<file path="src/rtl/trdb_packet_arbiter_if.sv">
// Handshake bundle between the packet producers, the arbiter and the packet readout.
// The arbiter connects through the slave modport; producers/readout through master.
interface trdb_packet_arbiter_if #(
    parameter int unsigned NUM_REQ = 4,
    parameter int unsigned PKT_W   = 128,
    parameter int unsigned LEN_W   = 7,
    parameter int unsigned SRC_W   = (NUM_REQ > 1) ? $clog2(NUM_REQ) : 1
);
    logic [NUM_REQ-1:0]       req_valid_i;
    logic [NUM_REQ-1:0]       req_ready_o;
    logic [NUM_REQ*PKT_W-1:0] req_data_i;
    logic [NUM_REQ*LEN_W-1:0] req_len_i;

    logic                     pkt_valid_o;
    logic                     pkt_ready_i;
    logic [PKT_W-1:0]         pkt_data_o;
    logic [LEN_W-1:0]         pkt_len_o;
    logic [SRC_W-1:0]         pkt_src_o;

    modport master (
        output req_valid_i,
        output req_data_i,
        output req_len_i,
        input  req_ready_o,
        input  pkt_valid_o,
        output pkt_ready_i,
        input  pkt_data_o,
        input  pkt_len_o,
        input  pkt_src_o
    );

    modport slave (
        input  req_valid_i,
        input  req_data_i,
        input  req_len_i,
        output req_ready_o,
        output pkt_valid_o,
        input  pkt_ready_i,
        output pkt_data_o,
        output pkt_len_o,
        output pkt_src_o
    );
endinterface

</file>
<file path="src/rtl/trdb_packet_arbiter.sv">
// Trace debugger packet arbiter: strict-priority sync requester plus round robin over
// the others, one-entry registered valid/ready output, and a flush/drain sequencer.
module trdb_packet_arbiter #(
    parameter int unsigned NUM_REQ  = 4,
    parameter int unsigned PKT_W    = 128,
    parameter int unsigned LEN_W    = 7,
    parameter int unsigned SYNC_IDX = 0
) (
    input  logic                  clk_i,
    input  logic                  rst_ni,
    trdb_packet_arbiter_if.slave  bus,
    input  logic                  flush_i,
    output logic                  flush_done_o
);

    localparam int unsigned SRC_W = (NUM_REQ > 1) ? $clog2(NUM_REQ) : 1;

    typedef enum logic [1:0] {
        RUN,
        DRAIN,
        DONE
    } state_e;

    state_e             state_q;
    state_e             state_d;
    logic               arb_en;

    logic [SRC_W-1:0]   rr_ptr_q;
    logic [SRC_W-1:0]   win_idx;
    logic               win_found;
    int unsigned        scan_idx;
    logic [PKT_W-1:0]   win_data;
    logic [LEN_W-1:0]   win_len;

    logic               slot_free;
    logic               grant;
    logic               accept;

    // Sync requester preempts; otherwise scan from rr_ptr with wrap, never landing on SYNC_IDX.
    always_comb begin
        win_idx   = '0;
        win_found = 1'b0;
        scan_idx  = 0;
        if (bus.req_valid_i[SYNC_IDX]) begin
            win_idx   = SRC_W'(SYNC_IDX);
            win_found = 1'b1;
        end else begin
            for (int unsigned k = 0; k < NUM_REQ; k++) begin
                scan_idx = int'(rr_ptr_q) + k;
                if (scan_idx >= NUM_REQ) begin
                    scan_idx = scan_idx - NUM_REQ;
                end
                if (!win_found && scan_idx != SYNC_IDX && bus.req_valid_i[scan_idx]) begin
                    win_idx   = SRC_W'(scan_idx);
                    win_found = 1'b1;
                end
            end
        end
    end

    always_comb begin
        win_data = bus.req_data_i[int'(win_idx)*PKT_W +: PKT_W];
        win_len  = bus.req_len_i[int'(win_idx)*LEN_W +: LEN_W];
    end

    assign slot_free = !bus.pkt_valid_o || bus.pkt_ready_i;

    // Gated by reset so no requester sees an accept while the block is held in reset.
    assign grant  = rst_ni && arb_en && slot_free && win_found;
    assign accept = grant && (win_len != '0);

    always_comb begin
        bus.req_ready_o = '0;
        if (grant) begin
            bus.req_ready_o[win_idx] = 1'b1;
        end
    end

    always_ff @(posedge clk_i or negedge rst_ni) begin
        if (!rst_ni) begin
            bus.pkt_valid_o <= 1'b0;
            bus.pkt_data_o  <= '0;
            bus.pkt_len_o   <= '0;
            bus.pkt_src_o   <= '0;
        end else if (accept) begin
            bus.pkt_valid_o <= 1'b1;
            bus.pkt_data_o  <= win_data;
            bus.pkt_len_o   <= win_len;
            bus.pkt_src_o   <= win_idx;
        end else if (bus.pkt_ready_i) begin
            bus.pkt_valid_o <= 1'b0;
        end
    end

    // Zero-length grants still advance the pointer; sync grants never do.
    always_ff @(posedge clk_i or negedge rst_ni) begin
        if (!rst_ni) begin
            rr_ptr_q <= '0;
        end else if (grant && win_idx != SRC_W'(SYNC_IDX)) begin
            if (win_idx == SRC_W'(NUM_REQ - 1)) begin
                rr_ptr_q <= '0;
            end else begin
                rr_ptr_q <= win_idx + 1'b1;
            end
        end
    end

    always_ff @(posedge clk_i or negedge rst_ni) begin
        if (!rst_ni) begin
            state_q <= RUN;
        end else begin
            state_q <= state_d;
        end
    end

    always_comb begin
        state_d = state_q;
        case (state_q)
            RUN: begin
                if (flush_i) begin
                    state_d = DRAIN;
                end
            end
            DRAIN: begin
                // Nothing left upstream and the output slot empties this cycle.
                if (!win_found && (!bus.pkt_valid_o || bus.pkt_ready_i)) begin
                    state_d = DONE;
                end
            end
            DONE: begin
                state_d = RUN;
            end
            default: begin
                state_d = RUN;
            end
        endcase
    end

    always_comb begin
        arb_en       = (state_q != DONE);
        flush_done_o = (state_q == DONE);
    end

endmodule
</file>
<file path="src/flat_wrapper.sv">
// flat-port wrapper written by rule: the top's interface ports become plain ports
module trdb_packet_arbiter_flat 
#(
    parameter int unsigned NUM_REQ  = 4,
    parameter int unsigned PKT_W    = 128,
    parameter int unsigned LEN_W    = 7,
    parameter int unsigned SYNC_IDX = 0
)
  (clk_i, rst_ni, flush_i, flush_done_o, bus_req_valid_i, bus_req_data_i, bus_req_len_i, bus_req_ready_o, bus_pkt_valid_o, bus_pkt_ready_i, bus_pkt_data_o, bus_pkt_len_o, bus_pkt_src_o);
  trdb_packet_arbiter_if #(.NUM_REQ(NUM_REQ), .PKT_W(PKT_W), .LEN_W(LEN_W)) bus_i ();
  input  logic clk_i;
  input  logic rst_ni;
  input  logic flush_i;
  output logic flush_done_o;
  input wire logic [$bits(bus_i.req_valid_i)-1:0] bus_req_valid_i;
  input wire logic [$bits(bus_i.req_data_i)-1:0] bus_req_data_i;
  input wire logic [$bits(bus_i.req_len_i)-1:0] bus_req_len_i;
  output wire logic [$bits(bus_i.req_ready_o)-1:0] bus_req_ready_o;
  output wire logic [$bits(bus_i.pkt_valid_o)-1:0] bus_pkt_valid_o;
  input wire logic [$bits(bus_i.pkt_ready_i)-1:0] bus_pkt_ready_i;
  output wire logic [$bits(bus_i.pkt_data_o)-1:0] bus_pkt_data_o;
  output wire logic [$bits(bus_i.pkt_len_o)-1:0] bus_pkt_len_o;
  output wire logic [$bits(bus_i.pkt_src_o)-1:0] bus_pkt_src_o;
  assign bus_i.req_valid_i = bus_req_valid_i;
  assign bus_i.req_data_i = bus_req_data_i;
  assign bus_i.req_len_i = bus_req_len_i;
  assign bus_req_ready_o = bus_i.req_ready_o;
  assign bus_pkt_valid_o = bus_i.pkt_valid_o;
  assign bus_i.pkt_ready_i = bus_pkt_ready_i;
  assign bus_pkt_data_o = bus_i.pkt_data_o;
  assign bus_pkt_len_o = bus_i.pkt_len_o;
  assign bus_pkt_src_o = bus_i.pkt_src_o;
  trdb_packet_arbiter #(.NUM_REQ(NUM_REQ), .PKT_W(PKT_W), .LEN_W(LEN_W), .SYNC_IDX(SYNC_IDX)) u_core (.clk_i(clk_i), .rst_ni(rst_ni), .bus(bus_i), .flush_i(flush_i), .flush_done_o(flush_done_o));
endmodule
</file>
<file path="config.mk">
export PLATFORM = sky130hd
export DESIGN_NAME = trdb_packet_arbiter_flat
export DESIGN_NICKNAME = d
export VERILOG_FILES = /design/src/rtl/trdb_packet_arbiter_if.sv /design/src/rtl/trdb_packet_arbiter.sv /design/src/flat_wrapper.sv
export SDC_FILE = /design/constraint.sdc
export NUM_CORES = 1
export LEC_CHECK = 0
export ABC_AREA = 1
export CAP_MARGIN = 0
export CORE_AREA = 4 4 269 271
export DETAILED_ROUTE_END_ITERATION = 6
export DIE_AREA = 0 0 273 275
export DONT_BUFFER_PORTS = 1
export PLACE_DENSITY = 0.3
export SYNTH_ARGS = -nofsm -noshare
export SYNTH_HDL_FRONTEND = slang
export SYNTH_SLANG_ARGS = --single-unit
</file>
<file path="constraint.sdc">
create_clock -name clk_i -period 3.3 [get_ports clk_i]
set_input_delay 0.825 -clock clk_i [delete_from_list [all_inputs] [get_ports clk_i]]
set_output_delay 0.825 -clock clk_i [all_outputs]
set_load 0.01 [all_outputs]
</file>
==> Word-level counts from Yosys, hierarchy flattened <==
Index checks and enable logic that the tools add are counted.
W data, S select, Z words.
{ "word_totals": {"ff_bits": 142, "latch_bits": 0, "ramBits": 0, "rom_bits": 0, "inputBits": 548, "out_inout_bits": 143, "wordCells": 100, "mem_count": 0} }
{ "op_classes": {"addsub": 8, "multipliers": 1, "n_div": 0, "order_cmp": 10, "n_eq_ne": 6, "shift": 2, "muxes": 38, "n_bitwise": 0, "reduce_logical": 29} }
{ "ops": {"columns": ["cell", "count"], "rows": [
  ["$shiftx A512 B10 Y128", 1],
  ["$mux W32", 8],
  ["$lt A32 B3 Y1 const B", 4],
  ["$reduce_bool A32 Y1", 4],
  ["$ge A32 B3 Y1 const B", 3],
  ["$sub A32 B3 Y32 const B", 3],
  ["$shiftx A28 B6 Y7", 1],
  ["$mux W2", 8],
  ["$mux W1", 15],
  ["$logic_and A1 B1 Y1", 14],
  ["$bmux W1 S2", 4],
  ["$reduce_bool A7 Y1", 1],
  ["$add A2 B2 Y3 const B", 2],
  ["$logic_not A1 Y1", 5],
  ["$mul A2 B3 Y5 const B", 1],
  ["$eq A2 B2 Y1 const B", 2],
  ["$mux W4", 1],
  ["$ne A2 B2 Y1 const B", 2],
  ["$pmux W2 S2", 1],
  ["$reduce_bool A2 Y1", 2],
  ["$sub A2 B3 Y4 const B", 1],
  ["$add A2 B1 Y3 const B", 1],
  ["$ge A2 B3 Y1 const B", 1],
  ["$lt A2 B3 Y1 const B", 1],
  ["other kinds (8)", 8]
]} }

==> Depth between registers and ports, before layout <==
Gate-level depths: netlist of run 1.
{ "depth": {"ltp_word": 28, "mapped_depth": 24} }

==> Worst setup path before layout of run 1 <==
Ideal clock, no wire load.
{ "synth_timing": {"kind": "register to output", "from": "register u_core.rr_ptr_q[0]", "to": "output port bus_req_ready_o[3]", "t_arrival_ns": 2.585, "required_time_ns": 2.475, "slack_ns": -0.110, "stages_incl_launch_ff": 18, "path_cell_list": "dfrtp_1 inv_2 ha_1 inv_1 nand3_1 nand3_2 nand2_2 a21oi_2 nand2_1 nand2_2 nand2_2 buf_6 inv_4 buf_2 buf_2 ha_1 inv_1 nor2_1"} }
{ "synth_via": {"elab_chain_len": 28, "word_cells_on_any_way": 61, "cone_classes": "7 x add/sub; 6 x order compare; 32 x mux; 16 x reduce/logical"} }
{ "synth_lines": {"columns": ["element", "line_no", "text"], "rows": [
  ["start, declared", "trdb_packet_arbiter.sv:28", "logic [SRC_W-1:0] rr_ptr_q;"],
  ["start signal, assigned", "trdb_packet_arbiter.sv:103", "rr_ptr_q <= win_idx + 1'b1;"],
  ["branches (longest 21 deep; another with $sub A32 B3 Y32)", null, null],
  ["$mux W2 *", "trdb_packet_arbiter.sv:53", "if (!win_found && scan_idx != SYNC_IDX && bus.req_valid_i[scan_idx]) begin"],
  ["$mux W2 *", "trdb_packet_arbiter.sv:44", "if (bus.req_valid_i[SYNC_IDX]) begin"],
  ["via u_core.win_idx[0]", "trdb_packet_arbiter.sv:29", "logic [SRC_W-1:0] win_idx;"],
  ["$lt A2 B3 Y1 (not written as such) or $ge A2 B1 Y1 (tied branches)", "trdb_packet_arbiter.sv:75", "bus.req_ready_o[win_idx] = 1'b1;"],
  ["$logic_and A1 B1 Y1 (not written as such)", "trdb_packet_arbiter.sv:75", null],
  ["$mux W1 (not written as such)", "trdb_packet_arbiter.sv:75", null],
  ["$demux W1 S2 *", null, null],
  ["$mux W4 *", "trdb_packet_arbiter.sv:74", "if (grant) begin"],
  ["end, declared", "flat_wrapper.sv:18", "output wire logic [$bits(bus_i.req_ready_o)-1:0] bus_req_ready_o;"]
]} }
Mark *: on every way through the listed nets, which the timed path passes. The select of a mux whose other input is x is not followed.

==> Worst setup path in the final report of run 1 <==
{ "layout_timing": {"from": "register u_core.rr_ptr_q[0]", "to": "output port bus_req_ready_o[1]"} }
{ "layout_via": {"elab_chain_len": 28, "word_cells_on_any_way": 61, "cone_classes": "7 x add/sub; 6 x order compare; 32 x mux; 16 x reduce/logical"} }
{ "layout_lines": {"columns": ["element", "line_no"], "rows": [
  ["branches (longest 27 deep; another with $sub A32 B3 Y32)", null],
  ["$mux W4 *", "trdb_packet_arbiter.sv:74"]
]} }
Mark *: on every way between the ends. The select of a mux whose other input is x is not followed.

==> results of run 1 <==
-- metal layers --
| metal | wire length (µm) | global-route usage [%] |
|---|---|---|
| met1 | 21560 | 15.50 |
| met2 | 27830 | 23.55 |
| met3 | 4239 | 4.404 |
| met4 | 1379 | 4.806 |
| met5 | 39 | 0 |
-- state kept, by name, summed over array words and instances (netlist names) --
signal and cells:
u_core.state_q 2, u_core.bus.pkt_valid_o 1, u_core.bus.pkt_len_o 7, u_core.bus.pkt_data_o 128
u_core.bus.pkt_src_o 2, u_core.rr_ptr_q 2
-- final cells by class --
class	count	area (µm²)
Multi-Input combinational cell	1180	6155
Inverter	31	138.9
Timing Repair Buffer	103	1221
Sequential cell	142	3555
Fill cell	7954	56970
Clock inverter	12	100.1
Clock buffer	20	466.7
Antenna cell	2	5.005
Tap cell	940	1176
-- through the flow --
step	util, %	setup WS [ns]	TNS [ns]	instance area (µm²)
floorplan	-	-0.004261	-0.004261	10200
global placement	16.61	-0.1885	-0.3702	11590
detailed placement	16.61	-0.2230	-1.791	11590
CTS	17.93	-0.04820	-0.1422	12510
global route	18.36	-0.1539	-5.839	12810
finish	18.37	-0.005877	-0.006434	12820
-- worst max path at each step --
stage / start / to / slack [ns] / cells after the start
after floorplan: u_core.rr_ptr_q[1] / bus_req_ready_o[3] / -0.004 / 17
after global placement: bus_req_valid_i[3] / u_core.bus.pkt_data_o[120] / -0.19 / 16
after detailed placement: bus_req_valid_i[1] / u_core.bus.pkt_data_o[120] / -0.22 / 16
after CTS: u_core.rr_ptr_q[0] / bus_req_ready_o[1] / -0.05 / 16
after global routing: u_core.rr_ptr_q[1] / bus_req_ready_o[2] / -0.15 / 15
final: u_core.rr_ptr_q[0] / bus_req_ready_o[1] / -0.006 / 16
-- synth_stat cells --
library cell / n
a21oi_2: 1
buf_1: 13
buf_2: 27
buf_4: 11
buf_6: 7
clkbuf_1: 77
dfrtp_1: 142
ha_1: 8
inv_1: 28
inv_2: 2
inv_4: 1
nand2_1: 328
nand2_2: 5
nand3_1: 175
nand3_2: 3
nand4_1: 2
nor2_1: 139
nor4_2: 1
o211ai_1: 129
o21ai_0: 248
o21ai_1: 10
or2_2: 128
-- cell families (layout without fill, tap and decap cells) --
group | after synthesis | after routing | synth area share, %
adder cells (fa/ha/maj) | 8 | 8 | 0.9822
flip-flops | 142 | 142 | 34.87
AO/OA/AOI/OAI | 388 | 388 | 22.26
buffers and inverters | 166 | 166 | 7.391
AND/OR/NAND/NOR | 781 | 784 | 34.50
other | 0 | 2 | 0
-- power by group --
part           total, mW  switching [mW]  internal (mW)
logic               12.4            7.69           4.76
clock network       1.94           0.904           1.03
registers           3.88            1.24           2.64
total               18.3            9.83           8.43
-- what timing repair did --
action / 4_1_cts / 5_1_grt
hold endpoints to repair: 41 / 0
endpoints found under the setup margin: 6 / 140
hold buffers: 4 / 0
pin swaps: 16 / 6
gates cloned: 2 / 7
resized for setup: 42 / 27
buffers inserted: 15 / 5
-- worst max-delay path, stage by stage (launching register included) --
cell	delay [ns]
dfrtp_2	0.41
inv_2	0.08
ha_4	0.22
inv_2	0.07
nand3_2	0.07
nand3_4	0.11
nand2_4	0.06
a21oi_4	0.18
buf_6	0.13
nand3_2	0.05
nand2_2	0.06
inv_2	0.04
nand2_4	0.11
buf_6	0.14
ha_4	0.13
inv_4	0.03
nor2_4	0.11
==> results.cfg, run 1 <==
[global_routing]
grt_max_degree = 74
grt_pass1_vias = 10790
grt_usage_pct = 13.50
grt_pass1_wl_mm = 75.00
overflow = 0
antenna_found_initial = 10

[logic_synthesis]
syn_nets = 2041
synth_top_area_share_pct = 34.87
ys_seq_elements = 142
synthesis.area_um2 = 10190
synthCells = 1485
yosys.area.top_type = dfrtp_1
ys_types = 22
syn_avg_cell_area_um2 = 6.863
synthTopCellsByArea = dfrtp_1 35%, o21ai_0 12%, nand2_1 12%
ys_warn_count = 0
ys_seq_area_share_pct = 34.87

[timing]
final_max_slew_viol_count = 0
clock_skew_ns = 0.01869
setup_violations = 2
max_freq_ghz = 0.3025
rsz0062_at_grt = true
fin_crit_ns = 3.306
worst_pin_slew_ns = 0.8647
hold_ws_ns = 0.06136
period_share_pct = 100.2
relSlewSlack_pct = 42.17
hold_viol_final = 0
fin_ws_ns = -0.005877

[floorplan]
dieArea_um2 = 75080
start_util_pct = 14.60
die_w_um = 273
rows = 97
die_y_um = 275
io-pin-count = 691
core_area_um2 = 69790

[power]
vdd_ir_drop_max_uv = 697.0
p_total_mw = 18.26
p_leak_nw = 5.296
powerDensity_nw_per_um2 = 1425

[layout]
syn_to_final_growth_pct = 25.77
layout_common_cells = 319 x nand2_1, 248 x o21ai_0, 171 x nand3_1, 141 x dfrtp_1, 132 x nor2_1
final_nets = 2031
final_common_cell = nand2_1
final_cells = 2430
drive_above_1_share_pct = 21.03

[clock_tree]
numCtsBuffers = 17
root_buffer = clkbuf_16
clkSlewWorstSetupHoldPaths_ns = 0.07
cts.sink_count = 142
clock_latency_ns = 0.49
htreeDepth = 4
clock_path_buffers = 2
cts_tree = built

[routing]
wl_per_cell_um = 22.65
viasPerCell = 4.421
firstDrtPassIters = 7
ant_nets = 0
wl_mm = 55.05
vias = 10740
drt_iter0_drc = 689
drcViolationCount = 0

[placement]
dp.cells = 2364
numPortBuffers = 0
dpl.hpwl_mm = 39.76
gp_congestion = 0.8447

[critical_path]
path_class = flop to output pin
path_max_fanout = 4
critPathLaunchType = flop
r2r_setup_slack_ns = 0.14
worstSetupEndpointType = output pin
required_ns = 2.47
r2r_end = u_core.bus.pkt_data_o[125]
cp.arrival_ns = 2.48
reg2reg_from = u_core.rr_ptr_q[0]
reg2reg_depth = 24

[status]
status = finished, violations left
violations = negative setup slack

[job]
max_cap_violations = 0

[min_path]
hold_path.class = input port to async pin
Power figures use the tool's default switching activity.
==> run 2: changes to the inputs <==
--- a/config.mk
+++ b/config.mk
@@ -5,11 +5,11 @@
 export SDC_FILE = /design/constraint.sdc
 export NUM_CORES = 1
 export LEC_CHECK = 0
-export ABC_AREA = 1
+export ABC_AREA = 0
 export CAP_MARGIN = 0
-export CORE_AREA = 4 4 269 271
+export CORE_AREA = 4 4 268 270
 export DETAILED_ROUTE_END_ITERATION = 6
-export DIE_AREA = 0 0 273 275
+export DIE_AREA = 0 0 272 274
 export DONT_BUFFER_PORTS = 1
 export PLACE_DENSITY = 0.3
 export SYNTH_ARGS = -nofsm -noshare
==> results.cfg, run 2 <==
[logic_synthesis]
synthTopCellsByCount = 390 x nand2_1, 142 x dfrtp_1, 130 x a21oi_1
synth_top_area_share_pct = 35.23
synthCells = 1114
ys_seq_area_share_pct = 35.23
async_reset_ff_share_pct = 100.0
synthesis.area_um2 = 10090
synth_most_common_cell = nand2_1
ys_types = 42
synth_ff_type = dfrtp_1
yosys.area.top_type = dfrtp_1
syn_nets = 1670
syn_avg_cell_area_um2 = 9.055
synth-edff-count = 0
synthTopCellsByArea = dfrtp_1 35%, mux2_4 18%, nand2_1 15%
ys_seq_elements = 142
ys_warn_count = 0

[layout]
largest_reg_flops = 128
syn_to_final_growth_pct = 30.03
top_register = u_core.bus.pkt_data_o
final_common_cell = nand2_1
final_cells = 2124
largestRegisters = u_core.bus.pkt_data_o: 128 flops, u_core.bus.pkt_len_o: 7 flops
drive_above_1_share_pct = 28.57
regArea_um2 = 3553
design_area_um2 = 13120
multiInputGateArea_um2 = 6068
layout_common_cells = 389 x nand2_1, 142 x dfrtp_1, 130 x a21oi_1, 129 x a32oi_1, 126 x mux2_4
final_nets = 1728
fillers = 7775

[critical_path]
cp.arrival_ns = 4.27
path_common_cell = buf_12
r2r_end = u_core.bus.pkt_data_o[125]
worstSetupEndpointType = flop
critPathLaunchType = flop
path_cells = buf_6 > mux2_4 > a2111oi_4 > a31oi_2 > a21oi_4 > buf_12 > buf_12 > mux2i_4 > mux2i_1 > or4_4 > o31ai_4 > buf_4 > buf_12 > buf_12 > clkbuf_16 > mux2_4
r2r_setup_slack_ns = -0.62
path_class = flop to flop
slowest_delay_ns = 0.55
path_max_fanout = 8
required_ns = 3.66
crit_path_top_delay_cell = or4_4
cp-endpoint = u_core.bus.pkt_data_o[125]
reg2reg_from = u_core.rr_ptr_q[0]
crit_path_start = u_core.rr_ptr_q[0]
reg2reg_depth = 16

[clock_tree]
root_buffer = clkbuf_16
cts.sink_count = 142
numCtsBuffers = 17
clkSlewWorstSetupHoldPaths_ns = 0.07
htreeDepth = 4
clock_latency_ns = 0.48
cts_tree = built
clock_path_buffers = 2

[routing]
drt_iter0_drc = 473
firstDrtPassIters = 5
dr_wl_met2_mm = 23.14
ant_nets = 0
viasPerCell = 4.259
top_layer_used = met5
wl_mm = 45.77
drcViolationCount = 0
vias = 9046
wl_per_cell_um = 21.55
drt-met1-wl_mm = 16.81
dr_wl_met3_mm = 4.158

[timing]
fin_crit_ns = 3.915
rsz0062_at_grt = true
setup_violations = 141
fin_ws_ns = -0.6152
hold_viol_final = 0
relSlewSlack_pct = 34.79
max_freq_ghz = 0.2554
clock_skew_ns = 0.01833
final_max_slew_viol_count = 0
hold_ws_ns = 0.05932
finalSetupTns_ns = -73.09
worst_pin_slew_ns = 0.9781
period_share_pct = 118.6

[placement]
place_area_um2 = 11580
numPortBuffers = 0
dpl.hpwl_mm = 34.15
dp.cells = 2049
gp_congestion = 0.9104

[global_routing]
overflow = 0
grt_pass1_vias = 9236
grt_max_degree = 145
grt_usage_pct = 11.23
grt_pass1_wl_mm = 61.92
antenna_found_initial = 4

[power]
p_total_mw = 16.61
p_leak_nw = 5.769
vdd_ir_drop_max_uv = 651.0
powerDensity_nw_per_um2 = 1266

[floorplan]
start_util_pct = 14.50
die_w_um = 272
die_y_um = 274
io-pin-count = 691
rows = 97
dieArea_um2 = 74530
core_area_um2 = 69540

[min_path]
hold_path.class = input port to async pin

[status]
status = finished, violations left
violations = negative setup slack

[job]
max_cap_violations = 0
## run 2: changes by cell type in the layout (fill, tap and decap cells not counted), moves of 127 or more
cell	previous run	this run
o21ai_0	248	2
nand3_1	171	1
a21oi_1	0	130
a32oi_1	0	129
o211ai_1	129	0
or2_2	128	1
## run 2: metrics by stage
step	util (%)	setup slack [ns]
2_1_floorplan	-	-0.4662
3_3_place_gp	16.65	-0.7804
3_5_place_dp	16.65	-0.8201
4_1_cts	18.47	-0.6015
5_1_grt	18.86	-0.8132
6_report	18.86	-0.6152
## run 2: cells by family after synthesis
family	share of synthesized area, %
muxes	21.53
adders and majority gates	0.9923
DFF	35.23
and+or+nand+nor	16.04
AOI/OAI and AO/OA	19.71
buffers and inverters	6.499
## run 2: layer usage
metal  track usage [%]  up-vias
met5                 0        -
li1                  -     4124
met4             5.105        2
met2             19.40      484
met1             12.11     4379
met3             4.471       57
## run 2: layout make-up
class / instances / area share (%)
Clock buffer: 18 / 3.348
Timing Repair Buffer: 143 / 12.50
Clock inverter: 12 / 1.593
Tap cell: 940 / 8.967
Inverter: 5 / 0.2194
Multi-Input combinational cell: 863 / 46.27
Antenna cell: 1 / 0.01908
Sequential cell: 142 / 27.09
## run 2: how the worst min path moves through the flow
stage / endpoint / slack, ns / from
after global routing: u_core.bus.pkt_data_o[114] / 0.002 / rst_ni
after detailed placement: u_core.state_q[0] / 0.43 / u_core.state_q[1]
after floorplan: u_core.state_q[0] / 0.41 / u_core.state_q[1]
after CTS: u_core.bus.pkt_data_o[12] / 0.0005 / rst_ni
final: u_core.bus.pkt_data_o[114] / 0.06 / rst_ni
after global placement: u_core.state_q[0] / 0.43 / u_core.state_q[1]
## run 2: critical path, delay by kind of cell, from the launching register on
| kind | cells | cell delay [ns] |
|---|---|---|
| mux | 4 | 0.93 |
| buf+inv | 7 | 1.00 |
| compound gates | 4 | 0.90 |
| simple gates | 1 | 0.55 |
| flops | 1 | 0.40 |
## run 2: repair_timing
action                                 in CTS  in global routing
hold buffers                                1                  2
endpoints found under the hold margin      11                  2
setup endpoints to repair                 141                141
gates cloned                                5                  3
setup buffers                              24                 18
pin swaps                                   4                  7
resized for setup                          73                 44
## run 2: where the power goes
part	switching, mW	total [mW]	internal, mW
logic	5.10	10.3	5.24
clock network	0.884	2.25	1.36
registers	1.34	4.02	2.68
total	7.33	16.6	9.28
